<file path="src/rtl/e203_exu_alu_oitf_pkg.sv">
// Shared widths and entry type for the ALU outstanding-instruction track FIFO.
// Optional macro: E203_OITF_RET_PC_EN adds a PC field to each entry.
package e203_exu_alu_oitf_pkg;

  localparam int OITF_DEPTH = 2;
  localparam int ITAG_W     = $clog2(OITF_DEPTH);
  localparam int RFIDX_W    = 5;
  localparam int PC_W       = 32;

  typedef logic [ITAG_W-1:0]  itag_t;
  typedef logic [RFIDX_W-1:0] rfidx_t;
  typedef logic [PC_W-1:0]    pc_t;

  typedef struct packed {
    logic   rdwen;
    rfidx_t rdidx;
`ifdef E203_OITF_RET_PC_EN
    pc_t    pc;
`endif
  } oitf_entry_t;

endpackage

</file>
<file path="src/rtl/e203_exu_alu_oitf_if.sv">
// Dispatch / write-back / hazard signals of the OITF, bundled with directional views.
interface e203_exu_alu_oitf_if;
  import e203_exu_alu_oitf_pkg::*;

  logic   dis_ena;
  logic   dis_ready;
  logic   disp_i_rdwen;
  rfidx_t disp_i_rdidx;
  logic   disp_i_rs1en;
  rfidx_t disp_i_rs1idx;
  logic   disp_i_rs2en;
  rfidx_t disp_i_rs2idx;
  pc_t    disp_i_pc;
  itag_t  dis_ptr;
  logic   oitf_ret_ena;
  itag_t  oitf_ret_ptr;
  rfidx_t oitf_ret_rdidx;
  logic   oitf_ret_rdwen;
  pc_t    oitf_ret_pc;
  logic   oitf_empty;
  logic   oitfrd_match_disprs1;
  logic   oitfrd_match_disprs2;
  logic   oitfrd_match_disprd;

  modport master (
    output dis_ena, disp_i_rdwen, disp_i_rdidx, disp_i_rs1en, disp_i_rs1idx,
           disp_i_rs2en, disp_i_rs2idx, disp_i_pc, oitf_ret_ena,
    input  dis_ready, dis_ptr, oitf_ret_ptr, oitf_ret_rdidx, oitf_ret_rdwen,
           oitf_ret_pc, oitf_empty, oitfrd_match_disprs1, oitfrd_match_disprs2,
           oitfrd_match_disprd
  );

  modport slave (
    input  dis_ena, disp_i_rdwen, disp_i_rdidx, disp_i_rs1en, disp_i_rs1idx,
           disp_i_rs2en, disp_i_rs2idx, disp_i_pc, oitf_ret_ena,
    output dis_ready, dis_ptr, oitf_ret_ptr, oitf_ret_rdidx, oitf_ret_rdwen,
           oitf_ret_pc, oitf_empty, oitfrd_match_disprs1, oitfrd_match_disprs2,
           oitfrd_match_disprd
  );
endinterface

</file>
<file path="src/rtl/e203_exu_oitf_ptr.sv">
// Circular itag counter with a wrap flag; the flag disambiguates full from empty.
module e203_exu_oitf_ptr
  import e203_exu_alu_oitf_pkg::*;
#(
  parameter int DEPTH = OITF_DEPTH
) (
  input  logic  clk,
  input  logic  rst,
  input  logic  i_inc,
  output itag_t o_ptr,
  output logic  o_flag
);

  itag_t r_ptr;
  logic  r_flag;

  // NOTE: sequential state uses non-blocking assignments so every flop samples pre-edge values.
  always_ff @(posedge clk or posedge rst) begin
    if (rst) begin
      r_ptr  <= '0;
      r_flag <= 1'b0;
    end else if (i_inc) begin
      if (r_ptr == itag_t'(DEPTH - 1)) begin
        r_ptr  <= '0;
        r_flag <= ~r_flag;
      end else begin
        r_ptr  <= r_ptr + itag_t'(1);
      end
    end
  end

  assign o_ptr  = r_ptr;
  assign o_flag = r_flag;

endmodule

</file>
<file path="src/rtl/e203_exu_alu_oitf.sv">
// Outstanding Instruction Track FIFO: itag allocation, head retire, RAW/WAW hazard flags.
// Optional macro: E203_OITF_RET_PC_EN stores per-entry PC and drives oitf_ret_pc from it.
module e203_exu_alu_oitf
  import e203_exu_alu_oitf_pkg::*;
(
  input logic                   clk,
  input logic                   rst,
  e203_exu_alu_oitf_if.slave    bus
);

  itag_t       w_alc_ptr;
  itag_t       w_ret_ptr;
  logic        w_alc_flag;
  logic        w_ret_flag;
  logic        w_empty;
  logic        w_full;
  logic        w_alc;
  logic        w_ret;
  oitf_entry_t w_new_entry;

  logic [OITF_DEPTH-1:0] r_vld;
  oitf_entry_t           r_entry [OITF_DEPTH];

  assign w_empty = (w_alc_ptr == w_ret_ptr) && (w_alc_flag == w_ret_flag);
  assign w_full  = (w_alc_ptr == w_ret_ptr) && (w_alc_flag != w_ret_flag);
  // A retire does not free a slot for an allocation in the same cycle.
  assign w_alc   = bus.dis_ena & ~w_full;
  assign w_ret   = bus.oitf_ret_ena & ~w_empty;

  e203_exu_oitf_ptr #(.DEPTH(OITF_DEPTH)) u_alc_ptr (
    .clk    (clk),
    .rst    (rst),
    .i_inc  (w_alc),
    .o_ptr  (w_alc_ptr),
    .o_flag (w_alc_flag)
  );

  e203_exu_oitf_ptr #(.DEPTH(OITF_DEPTH)) u_ret_ptr (
    .clk    (clk),
    .rst    (rst),
    .i_inc  (w_ret),
    .o_ptr  (w_ret_ptr),
    .o_flag (w_ret_flag)
  );

  assign w_new_entry.rdwen = bus.disp_i_rdwen;
  assign w_new_entry.rdidx = bus.disp_i_rdidx;
`ifdef E203_OITF_RET_PC_EN
  assign w_new_entry.pc    = bus.disp_i_pc;
`else
  logic w_unused_pc;
  assign w_unused_pc = ^bus.disp_i_pc;
`endif

  // NOTE: entry payloads are reset (not just vld) so head outputs read 0 out of reset.
  always_ff @(posedge clk or posedge rst) begin
    if (rst) begin
      r_vld <= '0;
      for (int i = 0; i < OITF_DEPTH; i++) r_entry[i] <= '0;
    end else begin
      if (w_ret) r_vld[w_ret_ptr] <= 1'b0;
      if (w_alc) begin
        r_vld[w_alc_ptr]   <= 1'b1;
        r_entry[w_alc_ptr] <= w_new_entry;
      end
    end
  end

  logic w_hit_rs1;
  logic w_hit_rs2;
  logic w_hit_rd;

  // NOTE: every always_comb output gets a default first so no latch is inferred.
  always_comb begin
    w_hit_rs1 = 1'b0;
    w_hit_rs2 = 1'b0;
    w_hit_rd  = 1'b0;
    for (int i = 0; i < OITF_DEPTH; i++) begin
      if (r_vld[i] && r_entry[i].rdwen) begin
        if (r_entry[i].rdidx == bus.disp_i_rs1idx) w_hit_rs1 = 1'b1;
        if (r_entry[i].rdidx == bus.disp_i_rs2idx) w_hit_rs2 = 1'b1;
        if (r_entry[i].rdidx == bus.disp_i_rdidx)  w_hit_rd  = 1'b1;
      end
    end
  end

  assign bus.oitfrd_match_disprs1 = w_hit_rs1 & bus.disp_i_rs1en;
  assign bus.oitfrd_match_disprs2 = w_hit_rs2 & bus.disp_i_rs2en;
  assign bus.oitfrd_match_disprd  = w_hit_rd  & bus.disp_i_rdwen;

  assign bus.dis_ready      = ~w_full;
  assign bus.dis_ptr        = w_alc_ptr;
  assign bus.oitf_empty     = w_empty;
  assign bus.oitf_ret_ptr   = w_ret_ptr;
  assign bus.oitf_ret_rdidx = r_entry[w_ret_ptr].rdidx;
  assign bus.oitf_ret_rdwen = r_entry[w_ret_ptr].rdwen;
`ifdef E203_OITF_RET_PC_EN
  assign bus.oitf_ret_pc    = r_entry[w_ret_ptr].pc;
`else
  assign bus.oitf_ret_pc    = '0;
`endif

endmodule

</file>
<file path="src/flat_wrapper.sv">
// flat-port wrapper written by rule: the top's interface ports become plain ports
module e203_exu_alu_oitf_flat import e203_exu_alu_oitf_pkg::*;
  (clk, rst, bus_dis_ena, bus_disp_i_rdwen, bus_disp_i_rdidx, bus_disp_i_rs1en, bus_disp_i_rs1idx, bus_disp_i_rs2en, bus_disp_i_rs2idx, bus_disp_i_pc, bus_oitf_ret_ena, bus_dis_ready, bus_dis_ptr, bus_oitf_ret_ptr, bus_oitf_ret_rdidx, bus_oitf_ret_rdwen, bus_oitf_ret_pc, bus_oitf_empty, bus_oitfrd_match_disprs1, bus_oitfrd_match_disprs2, bus_oitfrd_match_disprd);
  e203_exu_alu_oitf_if bus_i ();
  input logic clk;
  input logic rst;
  input wire logic [$bits(bus_i.dis_ena)-1:0] bus_dis_ena;
  input wire logic [$bits(bus_i.disp_i_rdwen)-1:0] bus_disp_i_rdwen;
  input wire logic [$bits(bus_i.disp_i_rdidx)-1:0] bus_disp_i_rdidx;
  input wire logic [$bits(bus_i.disp_i_rs1en)-1:0] bus_disp_i_rs1en;
  input wire logic [$bits(bus_i.disp_i_rs1idx)-1:0] bus_disp_i_rs1idx;
  input wire logic [$bits(bus_i.disp_i_rs2en)-1:0] bus_disp_i_rs2en;
  input wire logic [$bits(bus_i.disp_i_rs2idx)-1:0] bus_disp_i_rs2idx;
  input wire logic [$bits(bus_i.disp_i_pc)-1:0] bus_disp_i_pc;
  input wire logic [$bits(bus_i.oitf_ret_ena)-1:0] bus_oitf_ret_ena;
  output wire logic [$bits(bus_i.dis_ready)-1:0] bus_dis_ready;
  output wire logic [$bits(bus_i.dis_ptr)-1:0] bus_dis_ptr;
  output wire logic [$bits(bus_i.oitf_ret_ptr)-1:0] bus_oitf_ret_ptr;
  output wire logic [$bits(bus_i.oitf_ret_rdidx)-1:0] bus_oitf_ret_rdidx;
  output wire logic [$bits(bus_i.oitf_ret_rdwen)-1:0] bus_oitf_ret_rdwen;
  output wire logic [$bits(bus_i.oitf_ret_pc)-1:0] bus_oitf_ret_pc;
  output wire logic [$bits(bus_i.oitf_empty)-1:0] bus_oitf_empty;
  output wire logic [$bits(bus_i.oitfrd_match_disprs1)-1:0] bus_oitfrd_match_disprs1;
  output wire logic [$bits(bus_i.oitfrd_match_disprs2)-1:0] bus_oitfrd_match_disprs2;
  output wire logic [$bits(bus_i.oitfrd_match_disprd)-1:0] bus_oitfrd_match_disprd;
  assign bus_i.dis_ena = bus_dis_ena;
  assign bus_i.disp_i_rdwen = bus_disp_i_rdwen;
  assign bus_i.disp_i_rdidx = bus_disp_i_rdidx;
  assign bus_i.disp_i_rs1en = bus_disp_i_rs1en;
  assign bus_i.disp_i_rs1idx = bus_disp_i_rs1idx;
  assign bus_i.disp_i_rs2en = bus_disp_i_rs2en;
  assign bus_i.disp_i_rs2idx = bus_disp_i_rs2idx;
  assign bus_i.disp_i_pc = bus_disp_i_pc;
  assign bus_i.oitf_ret_ena = bus_oitf_ret_ena;
  assign bus_dis_ready = bus_i.dis_ready;
  assign bus_dis_ptr = bus_i.dis_ptr;
  assign bus_oitf_ret_ptr = bus_i.oitf_ret_ptr;
  assign bus_oitf_ret_rdidx = bus_i.oitf_ret_rdidx;
  assign bus_oitf_ret_rdwen = bus_i.oitf_ret_rdwen;
  assign bus_oitf_ret_pc = bus_i.oitf_ret_pc;
  assign bus_oitf_empty = bus_i.oitf_empty;
  assign bus_oitfrd_match_disprs1 = bus_i.oitfrd_match_disprs1;
  assign bus_oitfrd_match_disprs2 = bus_i.oitfrd_match_disprs2;
  assign bus_oitfrd_match_disprd = bus_i.oitfrd_match_disprd;
  e203_exu_alu_oitf u_core (.clk(clk), .rst(rst), .bus(bus_i));
endmodule
</file>
<file path="config.mk">
export PLATFORM = sky130hd
export DESIGN_NAME = e203_exu_alu_oitf_flat
export DESIGN_NICKNAME = d
export VERILOG_FILES = /design/src/rtl/e203_exu_alu_oitf_pkg.sv /design/src/rtl/e203_exu_alu_oitf_if.sv /design/src/rtl/e203_exu_oitf_ptr.sv /design/src/rtl/e203_exu_alu_oitf.sv /design/src/flat_wrapper.sv
export SDC_FILE = /design/constraint.sdc
export NUM_CORES = 1
export LEC_CHECK = 0
export CAP_MARGIN = 15
export CORE_MARGIN = 4
export CORE_UTILIZATION = 36
export CTS_BUF_LIST = sky130_fd_sc_hd__clkbuf_8 sky130_fd_sc_hd__clkbuf_16
export DETAILED_ROUTE_END_ITERATION = 6
export PLACE_DENSITY = 0.82
export SLEW_MARGIN = 20
export SYNTH_ARGS = -nofsm -noshare
export SYNTH_HDL_FRONTEND = slang
export SYNTH_HIERARCHICAL = 1
export SYNTH_SLANG_ARGS = --single-unit
</file>
<file path="constraint.sdc">
create_clock -name clk -period 1.85 [get_ports clk]
set_clock_uncertainty 0.2 [all_clocks]
set_input_delay 0.2775 -clock clk [delete_from_list [all_inputs] [get_ports clk]]
set_output_delay 0.2775 -clock clk [all_outputs]
set_load 0.005 [all_outputs]
</file>
==> impl_summary.md, run 1 <==
STA
The number of pins with negative max-slew slack in the final report is 0. The total count of hold-check failures in the final report is 0. Setup violations remaining at the end of the flow were counted as 3. The headroom to the max-slew limit is 63.4%. Setup repair after global routing could not meet its margin everywhere. The slew at the pin closest to its max-slew limit is about 0.55 ns. Counting I/O delays and the setup requirement, the final critical path takes between 1.5 and 2 ns. The final critical-path share of the clock period is 103%.

The timing-limited maximum frequency is around 0.52 GHz. For the final routed database, the setup TNS stands at -0.136 ns. In the post-route analysis, the smallest setup slack over all paths is -0.0592 ns.

Synthesis
The post-synthesis cell count is between 100 and 150. The mean cell area of the mapped netlist is 10.2 um2. The cell area that synthesis handed to floorplanning was 1470 um2.

Of the synthesized area, sequential elements account for a little over 30%. The fraction of synthesized cell area taken by the top area cell type is 30.7%. For this run, the number of Yosys warnings is 6. Of all cell types, the one taking the most synthesized area is sky130_fd_sc_hd__dfrtp_1. Yosys attributes the largest share of cell area to sky130_fd_sc_hd__dfrtp_1 31%, sky130_fd_sc_hd__xnor2_1 20%, sky130_fd_sc_hd__buf_4 17%. Yosys mapped the design onto 22 distinct sky130hd cell types. The synthesized design contains 18 register bits.

Pwr
For this design the static power due to leakage is 0.945 nW. Of the total power, the share spent switching nets is between 30% and 40%. In this run the power spent charging and discharging nets is 0.00133 W.

Internal power comes to roughly 0.0022 W. The cell area power density is approximately 1700 nW/um2. Of the total power, combinational logic draws between 60 and 70%. IR analysis of the VDD net gives a maximum drop of between 800 and 900 uV. In this run, the clock network consumes approximately 9% of the power.

In this run, flip-flops and latches consume between 20% and 30% of the power.

Cells and area
The multi-input combinational cells in the finished layout cover a total of 972 um2. The count of filler cells inserted in the layout is about 340. The library cell used most frequently in the layout, excluding fill and tap cells, is sky130_fd_sc_hd__conb_1. The utilization after layout is around 55%. The net count of the finished layout is between 200 and 300. The top cell types in the final layout, fill and taps aside, are 32 x sky130_fd_sc_hd__conb_1, 25 x sky130_fd_sc_hd__xnor2_1, 19 x sky130_fd_sc_hd__buf_4. Relative to the synthesized area, the layout overhead comes to 43.3%.

The area of all placed cells without fillers is roughly 2100 um2. The footprint of the flip-flops and latches is approximately 460 um2. In the final layout, the share of cells above drive strength 1 is about two fifths. The number of antenna diodes is 0.

Floorplanning
The total area inside the core boundary comes to between 3000 and 4000 um2. The area of the die is ~5000 um2. The starting utilization of the core area is about two fifths. From bottom edge to top edge, the die measures between 70 and 80 um. The die width is 71.8 um. The number of standard-cell rows in the floorplan is 22.

99 I/O pins were placed.

Clock network
Counting every sink on the clock net gives 18. In this run the clock root is driven by a sky130_fd_sc_hd__clkbuf_8. After clock tree synthesis, the clock-pin slew on the worst setup and hold paths is 0.07 ns. In this run the number of H-tree levels came out at 1. Buffers inserted to repair hold after CTS numbered 0. The total CTS buffers is 3. The later pin in the worst-skew pair is clocked with a latency of 0.25 ns. No sink is reached through more buffers than the 2 on the longest clock path. The clock tree from TritonCTS is built.

Worst setup path
The kind of launch point of the worst setup path is a flip-flop. The number of cells on the worst reg-to-reg path is 5. The worst setup path is of the reg2out kind.

For the worst setup path, the data required time is roughly 1.4 ns. The data arrival time of the worst path is 1.43 ns. STA classifies the critical path endpoint as an output port. In this run the worst path has a maximum fanout of 4.

Detailed routing
The iteration-0 DRC count of the detailed router is 26. The first detailed-routing pass ran for 4 iterations. Dividing the detail-routed wire length by the instance count gives 14.8 um. The via count normalized by instance count is 4.75.

For this block, the via count after detailed routing is 1201. The residual antenna-violating net count after detailed routing is 0. In the routed design, unresolved DRC markers number 0. Summed over all layers, the routed wires come to approximately 3700 um.

Global route
The number of global-route vias before repair is 1108. For this run, the total global-route usage over all layers was measured as between 10% and 20%. The number of antenna violations at the first check in global routing is 0.

The first global-routing pass estimated 5380 um of wire. Entering global routing, the biggest net connects 15 pins. The overflow left after global routing is 0.

Place
The area after detailed placement is approximately 1800 um2. The estimated wirelength of the detail-placed design is 2620 um. The count of buffers inserted at the top-level ports is 34. Routability-driven placement finished with a final weighted congestion of around 0.8.

The worst slack at placement is -0.478 ns.

Outcome
The run finished, with violations left. The final reports fail on setup timing.

Hold path
In this run the worst hold path is classified as in2async.

Run
The number of max-cap violations is 0.
[registers in the layout, indices dropped and copies added, names as in the netlist]
name / cells
u_core/u_ret_ptr/o_ptr: 1
u_core/r_vld: 2
u_core/u_alc_ptr/o_ptr: 1
u_core/r_entry: 12
u_core/u_ret_ptr/o_flag: 1
u_core/u_alc_ptr/o_flag: 1
[worst max-delay path, stage by stage (launching register included)]
cell	delay, ns
sky130_fd_sc_hd__dfrtp_2	0.44
sky130_fd_sc_hd__buf_4	0.15
sky130_fd_sc_hd__xnor2_2	0.17
sky130_fd_sc_hd__nand4_1	0.13
sky130_fd_sc_hd__o22ai_2	0.14
sky130_fd_sc_hd__buf_2	0.14
[repair_timing]
action                                  CTS  global route
endpoints found under the hold margin     0             0
setup buffers                            13             2
gates resized for setup                  65            22
endpoints found under the setup margin   12             8
pin swaps                                 7             9
[power groups by stage]
stage	sequential (W)	clock (W)	combinational (W)
detailed placement	0.000972	0	0.00175
CTS	0.000919	0.000328	0.00208
global route	0.000969	0.000350	0.00248
global placement	0.000953	0	0.00171
finish	0.000942	0.000320	0.00231
floorplan	0.000884	0	0.00109
[layout make-up]
type | count | share of cell area [%]
Inverter | 3 | 0.536
Sequential cell | 18 | 22.1
Tap cell | 48 | 2.86
Clock buffer | 4 | 2.62
Timing Repair Buffer | 60 | 25.6
Multi-Input combinational cell | 120 | 46.3
[metrics by stage]
| stage | cells | power [W] | hold WS, ns |
|---|---|---|---|
| after global routing | 253 | 0.00380 | 0.0651 |
| final | 253 | 0.00357 | 0.0249 |
| after floorplan | 174 | 0.00198 | -0.181 |
| after CTS | 251 | 0.00333 | 0.0268 |
| after global placement | 234 | 0.00267 | 0.302 |
| after detailed placement | 234 | 0.00272 | 0.299 |
[worst paths after layout]
check                                              from                       to  slack [ns]
worst max register to register  u_core/u_alc_ptr/o_flag       u_core/r_entry[10]        0.02
max in group asynchronous                           rst        u_core/r_entry[4]        0.83
worst min-delay path                                rst   u_core/u_ret_ptr/o_ptr        0.02
worst min register to register        u_core/r_entry[5]        u_core/r_entry[5]        0.43
worst max-delay path                  u_core/r_entry[0]  bus_oitfrd_match_disprd       -0.06
min in group clk                    bus_disp_i_rdidx[3]        u_core/r_entry[9]        0.30
[routing by layer]
metal / GRT usage, % / vias up / share of wire (%)
met3: 1.54 / 12 / 6.5
met1: 17.8 / 574 / 42
met2: 22.6 / 70 / 49
met4: 5.43 / 0 / 2.7
li1: - / 545 / -
met5: 0 / - / 0
[synth_stat cells]
cell type                  count
sky130_fd_sc_hd__a21oi_1       1
sky130_fd_sc_hd__a21oi_4       1
sky130_fd_sc_hd__and2_1        1
sky130_fd_sc_hd__and2_2        1
sky130_fd_sc_hd__buf_4        33
sky130_fd_sc_hd__conb_1        1
sky130_fd_sc_hd__dfrtp_1      18
sky130_fd_sc_hd__inv_1         3
sky130_fd_sc_hd__mux2_2       18
sky130_fd_sc_hd__nand2_1       4
sky130_fd_sc_hd__nand2b_1      2
sky130_fd_sc_hd__nand4_1      12
sky130_fd_sc_hd__nor2_1        1
sky130_fd_sc_hd__nor2b_1       2
sky130_fd_sc_hd__o211ai_1      2
sky130_fd_sc_hd__o21ai_0       1
sky130_fd_sc_hd__o21ai_4       1
sky130_fd_sc_hd__o22ai_1       3
sky130_fd_sc_hd__o311ai_0      1
sky130_fd_sc_hd__xnor2_1      34
sky130_fd_sc_hd__xor2_1        2
sky130_fd_sc_hd__xor2_2        1
[cells by family after synthesis]
group / count (synthesis) / synth area share (%)
xor gates and xnor gates: 37 / 22.6
buffers and inverters: 36 / 17.7
and+or+nand+nor: 23 / 9.05
muxes: 18 / 13.8
DFF: 18 / 30.7
AOI/OAI and AO/OA: 10 / 5.81
other: 1 / 0.256
Note: power is estimated with default switching activity, not from simulation.
==> run 2, diff against run 1 <==
--- a/config.mk
+++ b/config.mk
@@ -10,6 +10,7 @@
 export CORE_UTILIZATION = 36
 export CTS_BUF_LIST = sky130_fd_sc_hd__clkbuf_8 sky130_fd_sc_hd__clkbuf_16
 export DETAILED_ROUTE_END_ITERATION = 6
+export HOLD_SLACK_MARGIN = 0.05
 export PLACE_DENSITY = 0.82
 export SLEW_MARGIN = 20
 export SYNTH_ARGS = -nofsm -noshare
==> run 2 against run 1 <==
  * The flow still finishes with violations (setup timing)
  * Critical endpoint unchanged
  * Flip-flop and latch count did not move
  * Via count fell by 1.2%
  * Clock power barely moved
  * Highest routed layer unchanged
  * Critical path depth did not move
  * Utilization rose by 0.26 points
  * Global-route usage rose by 0.058 points
  * Worst setup slack barely moved
==> impl_summary.md, run 2 (synthesized netlist as in run 1, its figures left out) <==
Floorplanning
The area of the placeable core is approximately 3800 um2. The number of standard-cell rows in the floorplan is 22. The die boundary height is around 70 um.

For this design the top-level I/O count stands at 99. The die covers 5150 um2. The die width is roughly 70 um. Once the floorplan was initialized, standard cells occupied between 30 and 40% of the core.

STA
The slew at the pin closest to its max-slew limit is 0.550 ns. Subtracting the final worst setup slack from the clock period gives 1.91 ns. Summed over all failing endpoints, the final setup total negative slack is -0.137 ns.

The number of pins with negative max-slew slack in the final report is 0. Headroom to the max-slew limit came out at 63.3%. The total count of hold-check failures in the final report is 0. The number of failing setup endpoints in the final timing report is 3. For this run, the top clock speed supported by timing is ~0.52 GHz. The final critical-path share of the clock period is 103%. Setup repair after global routing could not meet its margin everywhere.

In the post-route analysis, the smallest setup slack over all paths is -0.0592 ns.

Cells and area
Cells with a size suffix above 1 make up 39.8% of the layout. The top cell types in the final layout, fill and taps aside, are 32 x sky130_fd_sc_hd__conb_1, 25 x sky130_fd_sc_hd__xnor2_1, 19 x sky130_fd_sc_hd__buf_4. In the final layout, the registers with the most flip-flops are u_core/r_entry (12), u_core/r_vld (2). Counting flops per register, the top entry is u_core/r_entry. The library cell used most frequently in the layout, excluding fill and tap cells, is sky130_fd_sc_hd__conb_1. The net count of the finished layout is around 260.

The post-synthesis to final-layout area growth is 44.0%. The utilization after layout is ~56%. 0 antenna diodes ended up in the layout. The number of flip-flops under the largest register name is 12.

Outcome
The checks that failed: setup timing. The run finished, with violations left.

Detailed routing
The per-cell routed wire length is between 10 and 15 um. In this run the remaining antenna-violating nets after routing total 0. The highest metal layer carrying signal wires in the routed design is met4. The via count normalized by instance count is around 4.7.

Detailed routing placed a total of 219 um of wire on met3. The first detailed-routing pass took 4 iterations. The total via count after detailed routing is 1186.

For this block, the routed nets add up to 3710 um of wire. The iteration-0 DRC count of the detailed router is 35. In the final routing, the length of wire on met1 measures approximately 1600 um. In the routed design, unresolved DRC markers number 0. After detailed routing, the met2 layer carries between 1500 and 2000 um of wire.

Worst setup path
On the critical path, the stage with the largest delay is an instance of sky130_fd_sc_hd__dfrtp_2. The kind of launch point of the worst setup path is a flip-flop. The data arrival time of the worst path is 1.43 ns. Together, buffers and inverters on the worst path number 2. The critical path runs through a total of 5 cells.

The worst setup path is captured at an output port. The launch point of the worst path is u_core/r_entry[0]. In this run the critical register-to-register path is captured at u_core/r_entry[10]. The worst register-to-register path has a setup slack of 0.02 ns.

For this run, the slowest stage of the critical path takes about 0.44 ns. For the worst setup path, the data required time is between 1 and 1.5 ns. By startpoint and endpoint, the worst setup path is classified as reg2out. The worst register-to-register path begins at u_core/u_alc_ptr/o_flag.

In this run the worst setup path terminates at bus_oitfrd_match_disprd. The number of cells on the worst reg-to-reg path is 5. In this run the worst path has a maximum fanout of 4. The signal on the critical path passes through buf_4 -> xnor2_2 -> nand4_1 -> o22ai_2 -> buf_2. The kind of cell with the highest combined delay along the critical path is flip-flops.

Place
The final RePlAce weighted congestion is about 0.80. Input and output buffers added on the ports amount to 34. The estimated wirelength of the detail-placed design is between 2000 and 3000 um.

Global route
The first global-routing pass estimated around 5400 um of wire. The number of global-route vias before repair was between 1000 and 1500. The number of antenna violations at the first check in global routing came to 0. Global routing used between 10% and 20% of the available tracks.

The overflow left after global routing is 0. The pin count of the biggest net entering global routing is 15.

Hold path
The worst hold path begins at bus_disp_i_rdidx[3]. The worst hold path passes through 2 cells. The path class of the tightest hold or removal check is in2reg.

Clock network
The clock sink total is 18. The clock transition at the register clock pins on the worst setup and hold paths after CTS is approximately 0.070 ns. Counting the buffers created by CTS gives 3. The maximum root-to-sink buffer count is 2. In this run the clock root is driven by a sky130_fd_sc_hd__clkbuf_8. The clock reaches the later pin of the worst-skew pair after 0.25 ns. In this run the number of H-tree levels came out at 1. TritonCTS built the clock tree.

Pwr
VDD sags by at most between 800 and 900 uV. The cell area power density is between 1500 and 2000 nW/um2. The static leakage is between 0.9 and 1 nW.

Run
The number of max-cap violations is 0.
run 2: cell count changes in the layout (fill, tap and decap cells not counted):
cell | before | now
sky130_fd_sc_hd__dlygate4sd3_1 | 0 | 1
run 2: repair_timing:
| action | 4_1_cts | 5_1_grt |
|---|---|---|
| gates cloned | 0 | 0 |
| endpoints found under the setup margin | 12 | 8 |
| buffers inserted | 13 | 2 |
| hold buffers | 1 | 0 |
| hold endpoints to repair | 4 | 0 |
| gates resized for setup | 65 | 22 |
| pin swaps | 7 | 9 |
run 2: worst min-delay path by stage:
stage,end,slack [ns]
floorplan,u_core/u_alc_ptr/o_flag,-0.18
global placement,u_core/u_ret_ptr/o_flag,0.30
detailed placement,u_core/u_ret_ptr/o_ptr,0.30
CTS,u_core/r_entry[9],0.31
global route,u_core/r_entry[3],0.32
finish,u_core/r_entry[9],0.30
run 2: final cells by class:
| class | instances | area [um2] |
|---|---|---|
| fill | 334 | 1690 |
| sequential | 18 | 463 |
| inverter | 3 | 11.3 |
| tap | 48 | 60.1 |
| clock buffer | 4 | 55.1 |
| timing repair buffer | 61 | 548 |
| multi-input combinational | 120 | 972 |
run 2: layer usage:
| layer | vias to the layer above | GRT usage [%] |
|---|---|---|
| met5 | - | 0 |
| li1 | 545 | - |
| met1 | 569 | 17.9 |
| met4 | 0 | 5.43 |
| met3 | 8 | 1.54 |
| met2 | 64 | 22.7 |
run 2: through the flow:
stage | cells | hold slack [ns] | power [W] | setup slack [ns] | area, um2
after floorplan | 174 | -0.181 | 0.00198 | 0.192 | 1580
final | 254 | 0.302 | 0.00357 | -0.0592 | 2110
after detailed placement | 234 | 0.299 | 0.00272 | -0.478 | 1820
after global placement | 234 | 0.302 | 0.00267 | -0.451 | 1820
after global routing | 254 | 0.321 | 0.00380 | -0.127 | 2110
after CTS | 252 | 0.308 | 0.00333 | -0.0557 | 2010
run 2: report_power, final:
part           switching, W  internal, W  leakage [nW]
Combinational      0.000878      0.00143         0.721
Clock              0.000132     0.000189        0.0288
Sequential         0.000316     0.000624         0.199
==> run 3, diff against run 2 <==
--- a/config.mk
+++ b/config.mk
@@ -12,6 +12,7 @@
 export DETAILED_ROUTE_END_ITERATION = 6
 export HOLD_SLACK_MARGIN = 0.05
 export PLACE_DENSITY = 0.82
+export SKIP_CTS_REPAIR_TIMING = 1
 export SLEW_MARGIN = 20
 export SYNTH_ARGS = -nofsm -noshare
 export SYNTH_HDL_FRONTEND = slang
==> run 3 against run 2 <==
  * The flow still finishes with violations (setup timing)
  * First-iteration DRC count up 23%
  * Cell count up 1.2%
  * Clock power about the same
  * Global-route usage down 1.6 points
  * Cell area up 1.4%
  * Critical path type unchanged
  * Combinational power about the same
  * Critical path depth unchanged
==> impl_summary.md, run 3 (synthesized netlist as in run 1, its figures left out) <==
Global route
For this run, the total global-route usage over all layers was measured as 12.0%. The wire length of the first global-routing pass is roughly 4800 um. The overflow left after global routing is 0. The number of antenna violations at the first check in global routing is 0. The number of global-route vias before repair is around 1000. Entering global routing, the biggest net connects 15 pins.

Place
The congestion estimate from routability-driven global placement came to 0.798. Prior to clock tree synthesis, the placed netlist has a worst setup slack of -0.478 ns. In this run the tool buffered the top-level ports with 34 buffer cells. The estimated wirelength of the detail-placed design is between 2000 and 3000 um. In this run, placement finished with an instance count of between 200 and 250.

STA
The post-route minimum period is between 1.5 and 2 ns. The total count of hold-check failures in the final report was 0. The headroom to the max-slew limit is between 60 and 70%. Once routing completed, OpenROAD measured the worst setup slack at -0.0983 ns.

Setup violations remaining at the end of the flow were counted as 7. The timing-limited maximum frequency is between 0.5 and 0.6 GHz. The worst hold slack is 0.0252 ns. The slew at the pin closest to its max-slew limit is 0.554 ns. Setup repair after global routing could not meet its margin everywhere.

The final critical-path share of the clock period is 105%. The number of pins with negative max-slew slack in the final report is 0.

Detailed routing
For this block, wires on met1 add up to about 1600 um. The wire length on met2 is approximately 2000 um. After detailed routing, the average wire length per cell comes to between 15 and 20 um.

The iteration-0 DRC count of the detailed router is 43. The total wirelength of the detailed-routed design is 3920 um. The DRC violation count after routing is 0.

The iteration count of the initial detailed-routing pass is 4. Wire segments on met3 add up to ~240 um in the final route. Across all layers, the routed design uses about 1200 vias. After detailed routing, no signal wire sits above met4. In this run the remaining antenna-violating nets after routing total 0. Using the TritonRoute via totals, the vias-per-cell ratio works out to between 4 and 5.

Cells and area
The number of flip-flops under the largest register name is 12. Leaving out fill and tap cells, the most frequent cell in the layout is sky130_fd_sc_hd__conb_1. For this run, the number of standard cells in the final layout without fillers is around 260. The most flop-heavy register is u_core/r_entry. 0 antenna diodes ended up in the layout. The count of filler cells inserted in the layout is ~320. The post-synthesis to final-layout area growth is 46.0%. The library cells used most frequently in the layout, excluding fill and tap cells, are 32 x sky130_fd_sc_hd__conb_1, 26 x sky130_fd_sc_hd__buf_4, 25 x sky130_fd_sc_hd__xnor2_1. The largest registers in the layout are u_core/r_entry (12), u_core/r_vld (2).

Cells with a size suffix above 1 make up between 40% and 50% of the layout. The net count of the finished layout is about 260.

Worst setup path
Of all nets on the critical path, the largest fanout is 3. The worst setup path is launched from a flip-flop. The endpoint class of the critical path is an output port.

Data on the critical path is required at its endpoint by 1.37 ns. The path type of the worst setup path is reg2out. The data arrival time of the worst path is between 1 and 1.5 ns.

Run
The tool flagged a number of max-cap violations equal to 0.

Clock network
The number of levels in the clock H-tree is 1. The clock tree from TritonCTS is built. The number of clock buffers added by TritonCTS is 3.

The maximum root-to-sink buffer count is 2. At the later pin of the worst-skew pair, clock insertion delay measures between 0.2 and 0.3 ns. The clock root buffer is sky130_fd_sc_hd__clkbuf_8. For this design, the sink count on the clock tree is 18. The clock transition at the register clock pins on the worst setup and hold paths after CTS is approximately 0.07 ns.

Floorplanning
The die boundary height is between 70 and 80 um. Once the floorplan was initialized, standard cells occupied around 39% of the core. After floorplanning, the core was sized to cover about 3800 um2. The area of the die is approximately 5200 um2. about 100 I/O pins were placed.

The number of standard-cell rows in the floorplan is 22. The die is ~72 um wide.

Pwr
For this design the static power due to leakage is 1.04 nW. The cell area power density is approximately 1700 nW/um2. VDD sags by at most around 960 uV.

Outcome
The checks that failed: setup timing. The run finished, with violations left.

Hold path
The min-delay analysis places its worst path in the category in2async.
-- run 3: cell count changes in the layout (fill, tap and decap cells not counted), moves of 4 or more --
cell | before | now
sky130_fd_sc_hd__dlymetal6s2s_1 | 4 | 17
sky130_fd_sc_hd__dlygate4sd2_1 | 9 | 0
sky130_fd_sc_hd__buf_4 | 19 | 26
sky130_fd_sc_hd__buf_2 | 7 | 1
sky130_fd_sc_hd__clkbuf_2 | 1 | 5
-- run 3: critical path: stages (launching register included) --
cell                       delay [ns]
sky130_fd_sc_hd__dfrtp_2         0.43
sky130_fd_sc_hd__buf_4           0.14
sky130_fd_sc_hd__buf_4           0.12
sky130_fd_sc_hd__buf_4           0.14
sky130_fd_sc_hd__mux2_2          0.28
sky130_fd_sc_hd__clkbuf_2        0.11
-- run 3: per-stage QoR --
stage	total power [W]	util, %	setup TNS [ns]	area, um2
after floorplan	0.00198	-	0	1580
after global placement	0.00267	47.8	-1.44	1820
after detailed placement	0.00272	47.8	-1.54	1820
after CTS	0.00306	49.3	-3.92	1870
after global routing	0.00379	56.3	-1.01	2140
final	0.00357	56.3	-0.483	2140
-- run 3: worst paths after layout --
kind                                         start  slack, ns                      end  cells after the start
max in group asynchronous                      rst       0.82        u_core/r_entry[7]                      2
max reg2reg                u_core/u_alc_ptr/o_flag       0.03       u_core/r_entry[11]                      5
max                         u_core/u_ret_ptr/o_ptr       -0.1       bus_oitf_ret_rdwen                      5
min in group clk               bus_disp_i_rdidx[3]       0.20        u_core/r_entry[9]                      2
min                                            rst       0.03   u_core/u_ret_ptr/o_ptr                      2
min reg2reg                u_core/u_alc_ptr/o_flag       0.36  u_core/u_alc_ptr/o_flag                      1
-- run 3: cell type report --
type	count	area, um2	area share [%]
Clock buffer	4	55.1	2.57
Inverter	3	11.3	0.526
Multi-Input combinational cell	120	953	44.6
Sequential cell	18	465	21.8
Tap cell	48	60.1	2.81
Timing Repair Buffer	64	594	27.8
-- run 3: report_power, final --
part	switching (W)	internal, W
Sequential	0.000323	0.000629
Clock	0.000130	0.000189
Combinational	0.000871	0.00143
Total	0.00132	0.00224
-- run 3: per-layer routing --
layer	track usage, %	vias to the layer above
met2	19.5	55
met5	0	-
met4	5.01	0
met1	15.8	580
met3	1.68	10
li1	-	556
